## src/rtl/operand_skew_feeder_if.sv

```systemverilog
// Operand vector handshake bundle for operand_skew_feeder.
// The master drives vectors, and the feeder (slave) returns ready.
interface operand_skew_feeder_if #(
    parameter int DATA_WIDTH = 32,
    parameter int DIM        = 4
);
    logic [DIM*DATA_WIDTH-1:0] vec;
    logic                      vec_valid;
    logic                      vec_ready;

    modport master (output vec, output vec_valid, input vec_ready);
    modport slave  (input vec, input vec_valid, output vec_ready);
endinterface

```

## src/rtl/operand_skew_feeder.sv

```systemverilog
// operand_skew_feeder: edge feeder for a systolic MAC array.
// It buffers K operand vectors of DIM lanes each. It then streams them into
// one array edge with a diagonal skew, where lane i lags by i cycles.
// It also drives the shared accumulate-enable line (start_o).
// Build option: define FEEDER_AUTO_CLEAR_EN to make HOLD last only for the
// done_o cycle and then return to IDLE by itself. Without the macro, HOLD
// persists until clear_i is asserted.
module operand_skew_feeder #(
    parameter int DATA_WIDTH = 32,
    parameter int DIM        = 4,
    parameter int K          = 4
) (
    input  logic                       clk_i,
    input  logic                       rst_ni,
    operand_skew_feeder_if.slave       vec_if,
    input  logic                       go_i,
    input  logic                       clear_i,
    output logic [DIM*DATA_WIDTH-1:0]  lane_o,
    output logic                       start_o,
    output logic                       busy_o,
    output logic                       done_o
);

    // Last feed index, including the drain cycles that let data cross the array.
    localparam int TMAX = K + 2*DIM - 3;
    localparam int TW   = $clog2(TMAX + 2);
    localparam int LDW  = (K > 1) ? $clog2(K) : 1;

    typedef enum logic [2:0] {IDLE, LOAD, LOADED, FEED, HOLD} state_e;

    state_e                    state_q, state_d;
    logic [LDW-1:0]            ld_cnt_q, ld_cnt_d;
    logic [TW-1:0]             t_q, t_d;
    logic [DIM*DATA_WIDTH-1:0] lane_q, lane_d;
    logic                      start_q, start_d;
    logic                      done_q, done_d;
    logic                      load_en;
    logic                      feed_en;
    int                        feed_t;
    logic                      vec_ready;
    logic                      xfer;

    logic [DATA_WIDTH-1:0]     buf_q [K][DIM];

    assign vec_ready        = (state_q == IDLE) || (state_q == LOAD);
    assign vec_if.vec_ready = vec_ready;
    assign xfer             = vec_if.vec_valid && vec_ready;

    assign lane_o  = lane_q;
    assign start_o = start_q;
    assign done_o  = done_q;
    assign busy_o  = (state_q == FEED) || (state_q == HOLD);

    // Next-state, counter and registered-output decode; clear_i overrides all.
    always_comb begin
        state_d  = state_q;
        ld_cnt_d = ld_cnt_q;
        t_d      = t_q;
        lane_d   = '0;
        start_d  = start_q;
        done_d   = 1'b0;
        load_en  = 1'b0;
        feed_en  = 1'b0;
        feed_t   = 0;

        if (clear_i) begin
            state_d  = IDLE;
            ld_cnt_d = '0;
            t_d      = '0;
            start_d  = 1'b0;
        end else begin
            case (state_q)
                IDLE, LOAD: begin
                    if (xfer) begin
                        load_en = 1'b1;
                        if (ld_cnt_q == LDW'(K - 1)) begin
                            state_d  = LOADED;
                            ld_cnt_d = '0;
                        end else begin
                            state_d  = LOAD;
                            ld_cnt_d = ld_cnt_q + LDW'(1);
                        end
                    end
                end
                LOADED: begin
                    if (go_i) begin
                        state_d = FEED;
                        start_d = 1'b1;
                        t_d     = TW'(1);
                        feed_en = 1'b1;
                        feed_t  = 0;
                    end
                end
                FEED: begin
                    if (t_q == TW'(TMAX + 1)) begin
                        state_d = HOLD;
                        done_d  = 1'b1;
                        t_d     = '0;
                    end else begin
                        feed_en = 1'b1;
                        feed_t  = int'(t_q);
                        t_d     = t_q + TW'(1);
                    end
                end
                HOLD: begin
`ifdef FEEDER_AUTO_CLEAR_EN
                    state_d = IDLE;
                    start_d = 1'b0;
`endif
                end
                default: begin
                    state_d = IDLE;
                end
            endcase
        end

        // Lane i shows row (t - i) while that row exists, otherwise zero.
        if (feed_en) begin
            for (int r = 0; r < K; r++) begin
                for (int i = 0; i < DIM; i++) begin
                    if (r + i == feed_t) begin
                        lane_d[i*DATA_WIDTH +: DATA_WIDTH] = buf_q[r][i];
                    end
                end
            end
        end
    end

    // State, counters and registered outputs.
    always_ff @(posedge clk_i or negedge rst_ni) begin
        if (!rst_ni) begin
            state_q  <= IDLE;
            ld_cnt_q <= '0;
            t_q      <= '0;
            lane_q   <= '0;
            start_q  <= 1'b0;
            done_q   <= 1'b0;
        end else begin
            state_q  <= state_d;
            ld_cnt_q <= ld_cnt_d;
            t_q      <= t_d;
            lane_q   <= lane_d;
            start_q  <= start_d;
            done_q   <= done_d;
        end
    end

    // Operand buffer. Its contents only matter after a full load, so it has no reset.
    always_ff @(posedge clk_i) begin
        if (load_en) begin
            for (int r = 0; r < K; r++) begin
                if (ld_cnt_q == LDW'(r)) begin
                    for (int i = 0; i < DIM; i++) begin
                        buf_q[r][i] <= vec_if.vec[i*DATA_WIDTH +: DATA_WIDTH];
                    end
                end
            end
        end
    end

endmodule

```

## src/flat_wrapper.sv

```systemverilog
// flat-port wrapper written by rule: the top's interface ports become plain ports
module operand_skew_feeder_flat 
#(
    parameter int DATA_WIDTH = 32,
    parameter int DIM        = 4,
    parameter int K          = 4
)
  (clk_i, rst_ni, go_i, clear_i, lane_o, start_o, busy_o, done_o, vec_if_vec, vec_if_vec_valid, vec_if_vec_ready);
  operand_skew_feeder_if #(.DATA_WIDTH(DATA_WIDTH), .DIM(DIM)) vec_if_i ();
  input  logic clk_i;
  input  logic rst_ni;
  input  logic go_i;
  input  logic clear_i;
  output logic [DIM*DATA_WIDTH-1:0] lane_o;
  output logic start_o;
  output logic busy_o;
  output logic done_o;
  input wire logic [$bits(vec_if_i.vec)-1:0] vec_if_vec;
  input wire logic [$bits(vec_if_i.vec_valid)-1:0] vec_if_vec_valid;
  output wire logic [$bits(vec_if_i.vec_ready)-1:0] vec_if_vec_ready;
  assign vec_if_i.vec = vec_if_vec;
  assign vec_if_i.vec_valid = vec_if_vec_valid;
  assign vec_if_vec_ready = vec_if_i.vec_ready;
  operand_skew_feeder #(.DATA_WIDTH(DATA_WIDTH), .DIM(DIM), .K(K)) u_core (.clk_i(clk_i), .rst_ni(rst_ni), .vec_if(vec_if_i), .go_i(go_i), .clear_i(clear_i), .lane_o(lane_o), .start_o(start_o), .busy_o(busy_o), .done_o(done_o));
endmodule
```

## config.mk

```make
export PLATFORM = sky130hd
export DESIGN_NAME = operand_skew_feeder_flat
export DESIGN_NICKNAME = d
export VERILOG_FILES = /design/src/rtl/operand_skew_feeder_if.sv /design/src/rtl/operand_skew_feeder.sv /design/src/flat_wrapper.sv
export SDC_FILE = /design/constraint.sdc
export NUM_CORES = 1
export LEC_CHECK = 0
export CAP_MARGIN = 0
export CORE_MARGIN = 3
export CORE_UTILIZATION = 52
export CTS_BUF_LIST = sky130_fd_sc_hd__clkbuf_4 sky130_fd_sc_hd__clkbuf_8
export DETAILED_ROUTE_END_ITERATION = 6
export PLACE_DENSITY = 0.78
export SLEW_MARGIN = 40
export SYNTH_ARGS = -nofsm -noshare
export SYNTH_HDL_FRONTEND = slang
export SYNTH_SLANG_ARGS = --single-unit
```

## constraint.sdc

```tcl
create_clock -name clk_i -period 4.9 [get_ports clk_i]
set_clock_uncertainty 0.2 [all_clocks]
set_input_delay 0.735 -clock clk_i [delete_from_list [all_inputs] [get_ports clk_i]]
set_output_delay 0.735 -clock clk_i [all_outputs]
set_load 0.1 [all_outputs]
```

# --- Yosys cells after proc, flatten, opt, wreduce, memory -nomap -nowiden ---
# Memories as Yosys holds them, arrays and structs flattened.
# Index checks and enable logic that the tools add are counted.
classes:
  addsub: 2
  eq_ne: 18
  n_mux: 68
  reduce_logical: 19
ops:
  columns: ["op", "count"]
  rows:
  - ["32-bit 2-to-1 mux", 18]
  - ["128-bit 2-to-1 mux", 4]
  - ["128-bit OR reduction", 3]
  - ["4-bit by 32-bit == test with 1-bit output (first input constant)", 3]
  - ["3-bit by 32-bit == test with 1-bit output (first input constant)", 2]
  - ["2-bit by 32-bit == test with 1-bit output (first input constant)", 1]
  - ["32-bit logical NOT", 1]
  - ["1-bit 2-to-1 mux", 27]
  - ["2-bit 2-to-1 mux", 8]
  - ["4-bit 2-to-1 mux", 4]
  - ["3-bit 2-to-1 mux", 4]
  - ["3-bit one-hot mux with 4 select lines", 1]
  - ["4-bit one-hot mux with 2 select lines", 1]
  - ["2-bit nonzero test", 4]
  - ["3-bit by 2-bit == test with 1-bit output (second input constant)", 2]
  - ["3-bit inequality test (second input constant)", 2]
  - ["2-bit AND reduction", 3]
  - ["4-bit by 1-bit adder with 4-bit output (second input constant)", 1]
  - ["2-bit == test (second input constant)", 2]
  - ["4-bit == test (second input constant)", 1]
  - ["4-bit AND reduction", 1]
  - ["3-bit by 1-bit == test with 1-bit output (second input constant)", 1]
  - ["3-bit == test (second input constant)", 1]
  - ["3-bit logical NOT", 1]
  - ["other kinds (10)", 11]
totals:
  regBits: 139
  ram_bits: 512
  out_inout_bits: 132
  elab_cells: 114
  n_memories: 1
mem_list:
  columns: ["name", "depth", "width", "read_ports", "rd_ports_with_merged_regs", "wr", "line", "text"]
  rows:
  - ["u_core.buf_q", 4, 128, 4, 0, 1, "operand_skew_feeder.sv:43", "logic [DATA_WIDTH-1:0] buf_q [K][DIM];"]

# --- Depth between registers and ports, before layout ---
# Gate-level depths: netlist (run 1).
depth:
  depth_word: 12
  ltp_mapped: 8
  depth_no_buf: 6

# --- Worst setup path before layout (run 1) ---
# No wires, ideal clock.
synth_path:
  path_kind: "input to register"
  startpoint: "input vec_if_vec_valid"
  endpoint: "memory u_core.buf_q[3][0] (netlist name) (enable)"
  setup_ns: 0.504
  arrival_ns: 4.319
  t_required_ns: 4.196
  path_slack_ns: -0.123
  path_stages: 3
  n_path_buf: 0
  path_cell_list: "nor3b_1 -> nor2b_1 -> and2_1"
synth_via:
  elab_chain_len: 10
  elab_cells_between_ends: 21
synth_lines:
  columns: ["element", "line", "text"]
  rows:
  - ["from (decl)", "flat_wrapper.sv:19", "input wire logic [$bits(vec_if_i.vec_valid)-1:0] vec_if_vec_valid;"]
  - ["1-bit logical AND *", "operand_skew_feeder.sv:47", "assign xfer = vec_if.vec_valid && vec_ready;"]
  - ["1-bit 2-to-1 mux *", "operand_skew_feeder.sv:74", "if (xfer) begin"]
  - ["1-bit 2-to-1 mux *", "operand_skew_feeder.sv:72", "case (state_q)"]
  - ["1-bit 2-to-1 mux *", "operand_skew_feeder.sv:66", "if (clear_i) begin"]
  - ["1-bit 2-to-1 mux", "operand_skew_feeder.sv:150", "if (load_en) begin"]
  - ["1-bit 2-to-1 mux (not written as such)", "operand_skew_feeder.sv:154", "buf_q[r][i] <= vec_if.vec[i*DATA_WIDTH +: DATA_WIDTH];"]
  - ["128-bit OR reduction (no source line)", null, null]
  - ["2-bit 2-to-1 mux (no source line) / 1-bit 2-to-1 mux (equally long branches) (3 in a row)", null, null]
  - ["to (decl)", "operand_skew_feeder.sv:43", null]
# Every way passes the cells marked *; elsewhere a longest branch is shown, timed or not.

# --- Worst setup path after layout (run 1) ---
layout_path:
  startpoint: "register u_core.t_q[0]"
  endpoint: "register u_core.lane_q[31] (netlist: u_core.lane_o[31])"
layout_via:
  elab_chain_len: 10
  elab_cells_between_ends: 16
layout_lines:
  columns: ["element", "line", "text"]
  rows:
  - ["from (decl)", "operand_skew_feeder.sv:33", "logic [TW-1:0] t_q, t_d;"]
  - ["from (signal assigned)", "operand_skew_feeder.sv:141", "t_q <= t_d;"]
  - ["4-bit == test", "operand_skew_feeder.sv:95", "if (t_q == TW'(TMAX + 1)) begin"]
  - ["4-bit 2-to-1 mux", "operand_skew_feeder.sv:95", null]
  - ["32-bit 2-to-1 mux", null, null]
  - ["32-bit 2-to-1 mux", "operand_skew_feeder.sv:66", null]
  - ["32-bit logical NOT", "operand_skew_feeder.sv:121", "if (r + i == feed_t) begin"]
  - ["32-bit 2-to-1 mux (4 in a row)", "operand_skew_feeder.sv:121", null]
  - ["128-bit 2-to-1 mux *", "operand_skew_feeder.sv:118", "if (feed_en) begin"]
  - ["net u_core.lane_d[31]", "operand_skew_feeder.sv:34", "logic [DIM*DATA_WIDTH-1:0] lane_q, lane_d;"]
  - ["to (signal assigned)", "operand_skew_feeder.sv:142", "lane_q <= lane_d;"]
  - ["to (decl)", "operand_skew_feeder.sv:34", null]
# The timed path passes the listed nets; every way through them passes the cells marked *.
# A chain may end at the register's enable or synchronous reset.

==> results of run 1 <==
per-layer routing:
| layer | vias to the layer above | GRT usage | part of all wire |
|---|---|---|---|
| li1 | 6312 | - | - |
| met1 | 7034 | 0.2952 | 0.42 |
| met2 | 541 | 0.3494 | 0.49 |
| met3 | 100 | 0.04702 | 0.073 |
| met4 | 4 | 0.07641 | 0.022 |
| met5 | - | 0 | 0.00059 |
metrics by stage:
step | utilization | instance area (um^2) | worst slack, ns | hold WS, ns | cells
after global routing | 0.6378 | 28510 | 1.121 | 0.3104 | 2479
after floorplan | - | 23830 | 1.318 | 0.2394 | 1507
after global placement | 0.6043 | 27010 | 1.249 | 0.2745 | 2286
final | 0.6379 | 28520 | 1.354 | 0.2819 | 2480
after detailed placement | 0.5899 | 26370 | 0.9890 | 0.2850 | 2286
after CTS | 0.6363 | 28440 | 1.298 | 0.2842 | 2474
synth_stat cells, drive strengths merged:
| master | instances | share of area |
|---|---|---|
| buf | 50 | 0.013 |
| or4 | 1 | 0.00047 |
| o21ai | 102 | 0.021 |
| a21oi | 104 | 0.022 |
| and3b | 2 | 0.00074 |
| a21o | 1 | 0.00032 |
| a221oi | 31 | 0.011 |
| o31ai | 1 | 0.00032 |
| inv | 4 | 0.00063 |
| o21a | 31 | 0.0098 |
| nand4b | 1 | 0.0010 |
| dfrtp | 139 | 0.15 |
| nand4 | 4 | 0.0011 |
| or2 | 2 | 0.00053 |
| a31o | 1 | 0.00037 |
| nor4 | 2 | 0.00079 |
| ha | 6 | 0.0032 |
| nor2b | 5 | 0.0013 |
| clkbuf | 55 | 0.0087 |
| a22o | 33 | 0.012 |
| nor2 | 108 | 0.017 |
| and3 | 2 | 0.00053 |
| a22oi | 64 | 0.026 |
| and2 | 5 | 0.0013 |
| nor3b | 3 | 0.0012 |
| nand2 | 105 | 0.017 |
| nand3 | 2 | 0.00042 |
| o211a | 1 | 0.00042 |
| o21bai | 1 | 0.00032 |
| nor3 | 126 | 0.034 |
| edfxtp | 512 | 0.65 |
| a211oi | 1 | 0.00032 |
| nand3b | 2 | 0.0012 |
logic make-up after synthesis:
group                    after synthesis  share of synthesized area
flip-flops                           651                     0.7914
AO/OA/AOI/OAI                        371                     0.1051
AND/OR/NAND/NOR                      370                    0.07784
buffers and inverters                109                    0.02253
adder cells (fa/ha/maj)                6                   0.003151
final timing paths:
path	from	depth (start not counted)	to
worst max register to register	u_core.t_q[0]$_DFFE_PN0P_	6	u_core.lane_o[31]$_DFF_PN0_
min in group asynchronous	rst_ni	2	u_core.lane_o[108]$_DFF_PN0_
worst max-delay path	u_core.t_q[0]$_DFFE_PN0P_	6	u_core.lane_o[31]$_DFF_PN0_
max in group asynchronous	rst_ni	4	u_core.t_q[1]$_DFFE_PN0P_
worst min-delay path	u_core.buf_q[3][119]$_DFFE_PP_	2	u_core.lane_o[23]$_DFF_PN0_
worst min register to register	u_core.buf_q[3][119]$_DFFE_PP_	2	u_core.lane_o[23]$_DFF_PN0_
repair_timing:
item                                   in CTS  in global routing
endpoints found under the hold margin      86                  0
hold buffers                                1                  0
setup buffers                               0                  0
registers in the layout (all words and copies together) (netlist names):
name,count
u_core.lane_o,128
u_core.start_o,1
u_core.t_q,4
u_core.done_o,1
u_core.ld_cnt_q,2
u_core.buf_q,512
u_core.state_q,3
worst max-delay path, cell delays in order, from the launching register on:
cell,delay [ns]
dfrtp_4,0.87
inv_2,0.51
ha_1,0.37
nand3b_1,0.19
nand4b_4,0.66
a22oi_1,0.46
nor3_1,0.11
power groups by stage:
stage | combinational (uW) | clock [uW] | sequential [uW]
floorplan | 75.5 | 0 | 6230
global placement | 302 | 0 | 6220
detailed placement | 311 | 0 | 6230
CTS | 313 | 4590 | 6120
global route | 337 | 4860 | 6120
finish | 311 | 4500 | 6120
area by class of cell:
| class | instances | area (um^2) | area share |
|---|---|---|---|
| Sequential cell | 651 | 18860 | 0.6614 |
| Multi-Input combinational cell | 747 | 4511 | 0.1582 |
| Timing Repair Buffer | 296 | 2320 | 0.08135 |
| Clock buffer | 156 | 1884 | 0.06608 |
| Tap cell | 592 | 740.7 | 0.02598 |
| Clock inverter | 31 | 176.4 | 0.006187 |
| Inverter | 4 | 15.01 | 0.0005265 |
| Antenna cell | 3 | 7.507 | 0.0002633 |
==> metrics.md, run 1 <==
| Metric | Value |
|---|---|
| Clock transition at path regs | `0.06 ns` |
| Worst-Skew Late Latency | `0.66 ns` |
| Max-slew violations | `0` |
| Peak VDD IR | `between 200 and 250 uV` |
| Initial core utilization | `0.5329` |
| Routed via count | `roughly 14000` |
| Leakage power | `0.01028 uW` |
| Routed WL | `between 50000 and 60000 um` |
| Mapped Cells | `1507` |
| Die ar. | `48420 um^2` |
| Post-DP HPWL | `30080 um` |
| Layout Nets | `1939` |
| Die height | `approximately 220 um` |
| Commonest non-fill, non-tap cell in the layout | `edfxtp_1` |
| Area growth, synth to finish | `19.70%` |
| Syn_area_per_cell | `15.81 um^2` |
| Largest fanout on the critical path | `61` |
| Vias in the first global route | `13960` |
| Critical path type | `reg -> reg` |
| Max Cap Violations | `0` |
| FMAX | `0.2820 GHz` |
| Flop pwr share | `0.560` |
| Tot GR Track Use | `0.2166` |
| Remaining antenna violation count | `0` |
| Num CTS Buffers | `100` |
| Total power | `10930 uW` |
| Layout fillers | `3143` |
| DRC violations left | `0` |
| Post-synth cell types | `44` |
| Via density | `5.642` |
| WP data arrival | `3.86 ns` |
| Pwr/cell area | `383.3 nW/um^2` |
| Cell Rows | `77` |
| Layout cells sized above 1 | `0.2255` |
| Net Sw Frac | `0.2028` |
| Sequential-to-total area share from yosys stat | `0.7914` |
| Gate power share | `0.028` |
| Data required time of the worst path | `about 5.2 ns` |
| Ys Warns | `0` |
| Clock period minus final worst setup slack | `~3.5 ns` |
| Max clock buf depth | `3` |
| Gp weighted congestion | `0.7804` |
| NetSw | `2217 uW` |
| Hold Crit Class | `reg -> reg` |
| RSZ-0062 raised after global routing | `false` |
| FF-to-FF setup slack | `approximately 1.4 ns` |
| Worst slew pin tran | `0.8225 ns` |
| First-pass GRT wire length | `just under 80000 um` |
| Resized Gates After CTS | `0` |
| PortBufs | `between 200 and 300` |
| Fin crit share | `0.7236` |
| Die W | `220.0 um` |
| Synthesized cell area | `23820 um^2` |
| Final setup fails | `0` |
| Internal | `8714 uW` |
| Clk pwr share | `0.412` |
| IO Pins | `265` |
| Syn nets | `1646` |
| Core area | `44700 um^2` |
| Initial antenna violation count | `6` |
| Final Hold Viols | `0` |
| WL per Instance | `approximately 21 um` |
| Final setup TNS | `0 ns` |
| DRT iter0 DRCs | `1365` |
| Worst setup EP type | `register` |
| Yosys reg bits | `roughly 650` |
| Htree depth | `3` |
| Clock sinks | `651` |
| CTS root buf | `clkbuf_8` |
| Worst Setup Start Kind | `register` |
| Grt total ovfl | `0` |
| Outcome | `finished clean` |
| Rel. slew slack | `0.4517` |
| First drt pass iteration count | `5` |
| Most frequent cells in the layout | `edfxtp_1, dfrtp_1, buf_2, clkdlybuf4s50_1, clkbuf_8` |
| CTS tree | `done` |
| Largest net degree at the start of global routing | `130` |
(Power assumes the default switching activity.)
==> run 2, diff against run 1 <==
- CORE_UTILIZATION: 52 -> 58
- PLACE_DENSITY: 0.78 -> 0.82
- clock period: 4.9 -> 3.4 ns (I/O delays scaled with it)
==> metrics.md, run 2 (synthesis gave the netlist of run 1 again) <==
| Metric | Value |
|---|---|
| Worst slew pin tran | `0.8599 ns` |
| Final design area excluding fillers | `28710 um^2` |
| Final Hold Viols | `0` |
| Gp weighted congestion | `0.7731` |
| Pwr/cell area | `550.9 nW/um^2` |
| Max Cap Violations | `0` |
| Data required time of the worst path | `around 3.7 ns` |
| Register Area | `18860 um^2` |
| Vias in the first global route | `14600` |
| Worst-Skew Late Latency | `0.65 ns` |
| First-pass GRT wire length | `81920 um` |
| Worst Setup Start Kind | `register` |
| Max clock buf depth | `3` |
| Layout fillers | `2418` |
| Initial antenna violation count | `10` |
| Layout cells sized above 1 | `0.2281` |
| WL per Instance | `22.16 um` |
| Rel. slew slack | `0.4261` |
| Htree depth | `3` |
| Cell Rows | `73` |
| Num CTS Buffers | `99` |
| Biggest register | `u_core.buf_q` |
| Total power | `between 15000 and 20000 uW` |
| Multi-input gate area | `~4500 um^2` |
| Max-slew violations | `0` |
| WP data arrival | `3.16 ns` |
| RSZ-0062 raised after global routing | `false` |
| Final core utilization | `0.7143` |
| DRT iter0 DRCs | `approximately 1100` |
| Final setup fails | `0` |
| Die ar. | `between 40000 and 50000 um^2` |
| Peak VDD IR | `330.6 uV` |
| Fin crit share | `0.8401` |
| PortBufs | `about 260` |
| DRC violations left | `0` |
| Outcome | `finished clean` |
| Leakage power | `0.01031 uW` |
| Commonest non-fill, non-tap cell in the layout | `edfxtp_1` |
| Hold Crit Class | `in -> async` |
| Layout Nets | `1941` |
| Clock sinks | `651` |
| FMAX | `~0.35 GHz` |
| Area growth, synth to finish | `20.49%` |
| Clock period minus final worst setup slack | `2.856 ns` |
| Die height | `208.7 um` |
| Most frequent cells in the layout | `edfxtp_1, dfrtp_1, clkdlybuf4s50_1, clkbuf_8, nor2_1` |
| CTS root buf | `clkbuf_8` |
| Via density | `5.876` |
| Critical path type | `reg -> reg` |
| Clock transition at path regs | `0.06 ns` |
| Tot GR Track Use | `0.2412` |
| IO Pins | `265` |
| Worst setup EP type | `register` |
| First drt pass iteration count | `5` |
| Max reg flops | `512` |
| Post-DP HPWL | `around 30000 um` |
| Dpl cell area | `between 20000 and 30000 um^2` |
| Largest net degree at the start of global routing | `95` |
| Routed WL | `between 50000 and 60000 um` |
| Largest fanout on the critical path | `36` |
| Remaining antenna violation count | `0` |
| Initial core utilization | `0.5928` |
| Core area | `roughly 40000 um^2` |
| Grt total ovfl | `0` |
| CTS tree | `done` |
| Die W | `208.7 um` |
| Routed via count | `14190` |
run 2: cell types whose count changed in the layout (fill, tap and decap cells not counted), moves of 2 or more:
cell	change
clkinv_1	-6
buf_4	+64
buf_12	+8
clkbuf_4	+12
clkinv_2	-9
diode_2	+2
buf_2	-67
run 2: power by group:
group	switching [uW]	total (uW)	internal [uW]	leakage, uW
combinational	265	453	187	0.00262
sequential	44.1	8820	8770	0.00658
clock	2840	6540	3700	0.00111
total	3150	15800	12700	0.0103
run 2: cell type report:
type                       count  area share
clock inverter                17    0.004141
sequential                   651      0.6571
multi-input combinational    747      0.1565
clock buffer                 167     0.06830
inverter                       4   0.0005231
tap                          525     0.02288
timing repair buffer         299     0.09010
antenna                        5   0.0004359
run 2: timing repair:
item / 4_1_cts / 5_1_grt
resized for setup: 0 / 0
endpoints found under the hold margin: 81 / 0
buffers inserted: 0 / 0
hold buffers: 1 / 0
run 2: final timing paths:
path,from,endpoint,slack [ns],cells past startpoint
setup / recovery,u_core.t_q[0]$_DFFE_PN0P_,u_core.lane_o[101]$_DFF_PN0_,0.54,5
hold / removal,rst_ni,u_core.lane_o[116]$_DFF_PN0_,0.26,2
setup reg to reg,u_core.t_q[0]$_DFFE_PN0P_,u_core.lane_o[101]$_DFF_PN0_,0.54,5
hold reg to reg,u_core.buf_q[3][113]$_DFFE_PP_,u_core.lane_o[17]$_DFF_PN0_,0.30,2
max in group asynchronous,rst_ni,u_core.lane_o[36]$_DFF_PN0_,1.69,3
min in group clk_i,vec_if_vec[105],u_core.buf_q[0][9]$_DFFE_PP_,0.29,1
run 2: stage by stage:
step / setup slack [ns] / hold WS, ns / TNS, ns / cells
after floorplan: -0.02708 / 0.01441 / -10.42 / 1507
after detailed placement: 0.1840 / 0.2853 / 0 / 2225
after CTS: 0.5559 / 0.2368 / 0 / 2410
after global routing: 0.4341 / 0.2643 / 0 / 2413
after global placement: 0.2252 / 0.2760 / 0 / 2225
final: 0.5438 / 0.2639 / 0 / 2415
run 2: critical path: stages (launching register included):
cell and delay (ns):
dfrtp_4 0.66, inv_2 0.12, buf_4 0.39, nand3_2 0.76, nor3_1 0.45, nor3_1 0.10
run 2: layer usage:
metal  part of all wire  wire length, um  vias to the layer above  track usage
met3              0.078             4165                      101      0.05930
met4              0.028             1494                       12      0.09076
met1               0.40            21440                     7129       0.3250
met5             0.0016               87                        -            0
met2               0.49            26320                      629       0.3879
li1                   -                -                     6320            -
==> run 3, diff against run 2 <==
- CORE_UTILIZATION: 58 -> 52
- PLACE_DENSITY: 0.82 -> 0.78
- clock period: 3.4 -> 2.35 ns (I/O delays scaled with it)
==> metrics.md, run 3 (synthesis gave the netlist of run 1 again) <==
| Metric | Value |
|---|---|
| DRT iter0 DRCs | `1152` |
| Max reg flops | `512` |
| Initial core utilization | `0.5329` |
| Area growth, synth to finish | `23.61%` |
| CP Cell Sequence | `nor2_1, buf_12` |
| DRC violations left | `0` |
| Commonest non-fill, non-tap cell in the layout | `edfxtp_1` |
| Net Sw Frac | `0.1985` |
| Biggest register | `u_core.buf_q` |
| Rel. slew slack | `0.5729` |
| Layout Nets | `1975` |
| Flop pwr share | `0.560` |
| Tot GR Track Use | `0.2203` |
| Layout cells sized above 1 | `0.2424` |
| # placed instances | `around 2300` |
| Vias in the first global route | `around 14000` |
| Clock transition at path regs | `around 0.060 ns` |
| Worst Hold Slack | `roughly 0.094 ns` |
| CTS tree | `done` |
| Worst r2r src | `u_core.t_q[0]$_DFFE_PN0P_` |
| Core area | `44700 um^2` |
| Htree depth | `3` |
| Worst slew pin tran | `0.6407 ns` |
| Worst setup path startpoint | `u_core.state_q[1]$_DFFE_PN0P_` |
| Worst-Skew Late Latency | `0.64 ns` |
| Via density | `5.610` |
| Critical path type | `reg -> out` |
| Die W | `220.0 um` |
| WP data arrival | `1.77 ns` |
| Worst setup EP type | `output port` |
| Final setup fails | `0` |
| Max Cap Violations | `0` |
| Final Hold Viols | `0` |
| Max-slew violations | `0` |
| Gp weighted congestion | `0.8016` |
| First drt pass iteration count | `5` |
| Setup ws final | `around 0.023 ns` |
| Hold Crit Class | `in -> async` |
| Most frequent cells in the layout | `edfxtp_1, buf_4, dfrtp_1, clkdlybuf4s50_1, clkbuf_8` |
| Pre-CTS WS | `-0.1083 ns` |
| Largest net degree at the start of global routing | `115` |
| Dpl cell area | `roughly 27000 um^2` |
| Fin crit share | `0.9902` |
| Worst-case reg-to-reg path depth | `5` |
| Cell Rows | `77` |
| FMAX | `0.4298 GHz` |
| NetSw | `around 4500 uW` |
| Post-DP HPWL | `about 33000 um` |
| Worst stage delay on the critical path | `approximately 0.51 ns` |
| Outcome | `finished clean` |
| Internal | `~18000 uW` |
| Clk pwr share | `0.408` |
| Die height | `220.0 um` |
| FF-to-FF setup slack | `0.16 ns` |
| Leakage power | `0.01057 uW` |
| R2R Path End | `u_core.lane_o[27]$_DFF_PN0_` |
| Count of non-filler cells in the finished layout | `2511` |
| Final setup TNS | `0 ns` |
| Max clock buf depth | `3` |
| Grt total ovfl | `0` |
| Num CTS Buffers | `97` |
| First-pass GRT wire length | `81220 um` |
| Clock sinks | `651` |
| IO Pins | `265` |
| Final design area excluding fillers | `29450 um^2` |
| Worst setup endpoint | `vec_if_vec_ready` |
| CP max stage cell | `dfrtp_2` |
| CTS root buf | `clkbuf_8` |
| WL per Instance | `21.40 um` |
| PortBufs | `264` |
| Pwr/cell area | `772.7 nW/um^2` |
| Worst Setup Start Kind | `register` |
| Remaining antenna violation count | `0` |
| Gate power share | `0.031` |
| Routed via count | `~14000` |
| Routed WL | `53730 um` |
| Data required time of the worst path | `approximately 1.8 ns` |
| Die ar. | `48420 um^2` |
| Peak VDD IR | `474.5 uV` |
| Clock period minus final worst setup slack | `2.327 ns` |
| Initial antenna violation count | `1` |
| Largest fanout on the critical path | `12` |
| RSZ-0062 raised after global routing | `false` |
[run 3: area by class of cell]
cell class	instances	area [um^2]
clock buffer	164	1926
fill	2963	15250
inverter	4	15.01
sequential	651	18870
clock inverter	17	102.6
tap	592	740.7
multi-input combinational	747	4509
antenna	1	2.502
timing repair buffer	335	3287
[run 3: worst min-delay path by stage]
stage / to / cells past startpoint
floorplan: u_core.done_o$_DFF_PN0_ / 0
global placement: u_core.lane_o[108]$_DFF_PN0_ / 1
detailed placement: u_core.lane_o[108]$_DFF_PN0_ / 1
CTS: u_core.lane_o[23]$_DFF_PN0_ / 3
global route: u_core.lane_o[116]$_DFF_PN0_ / 3
finish: u_core.lane_o[23]$_DFF_PN0_ / 3
[run 3: worst max-delay path, delay by kind of cell, from the launching register on]
family                 cells  cell delay [ns]
buffers and inverters      1             0.23
and+or+nand+nor            1             0.39
DFF                        1             0.51
[run 3: what timing repair did]
item	4_1_cts	5_1_grt
hold buffers	2	0
setup endpoints to repair	2	1
buffers inserted	0	0
resized for setup	3	1
endpoints found under the hold margin	139	0
[run 3: through the flow]
step / util / total power (uW)
final: 0.6588 / 22750
after global routing: 0.6588 / 23550
after CTS: 0.6587 / 22930
after detailed placement: 0.6125 / 13700
after global placement: 0.6125 / 13660
after floorplan: - / 13150
[run 3: power groups by stage]
stage	Sequential [uW]	Clock, uW	Combinational [uW]
floorplan	13000	0	163
global placement	13000	0	694
detailed placement	13000	0	714
CTS	12800	9450	726
global route	12800	10000	769
finish	12800	9290	715
[run 3: routing by layer]
layer,GRT usage,part of all wire
met5,0,0
met3,0.04137,0.072
met2,0.3623,0.50
met4,0.07748,0.022
met1,0.2983,0.41
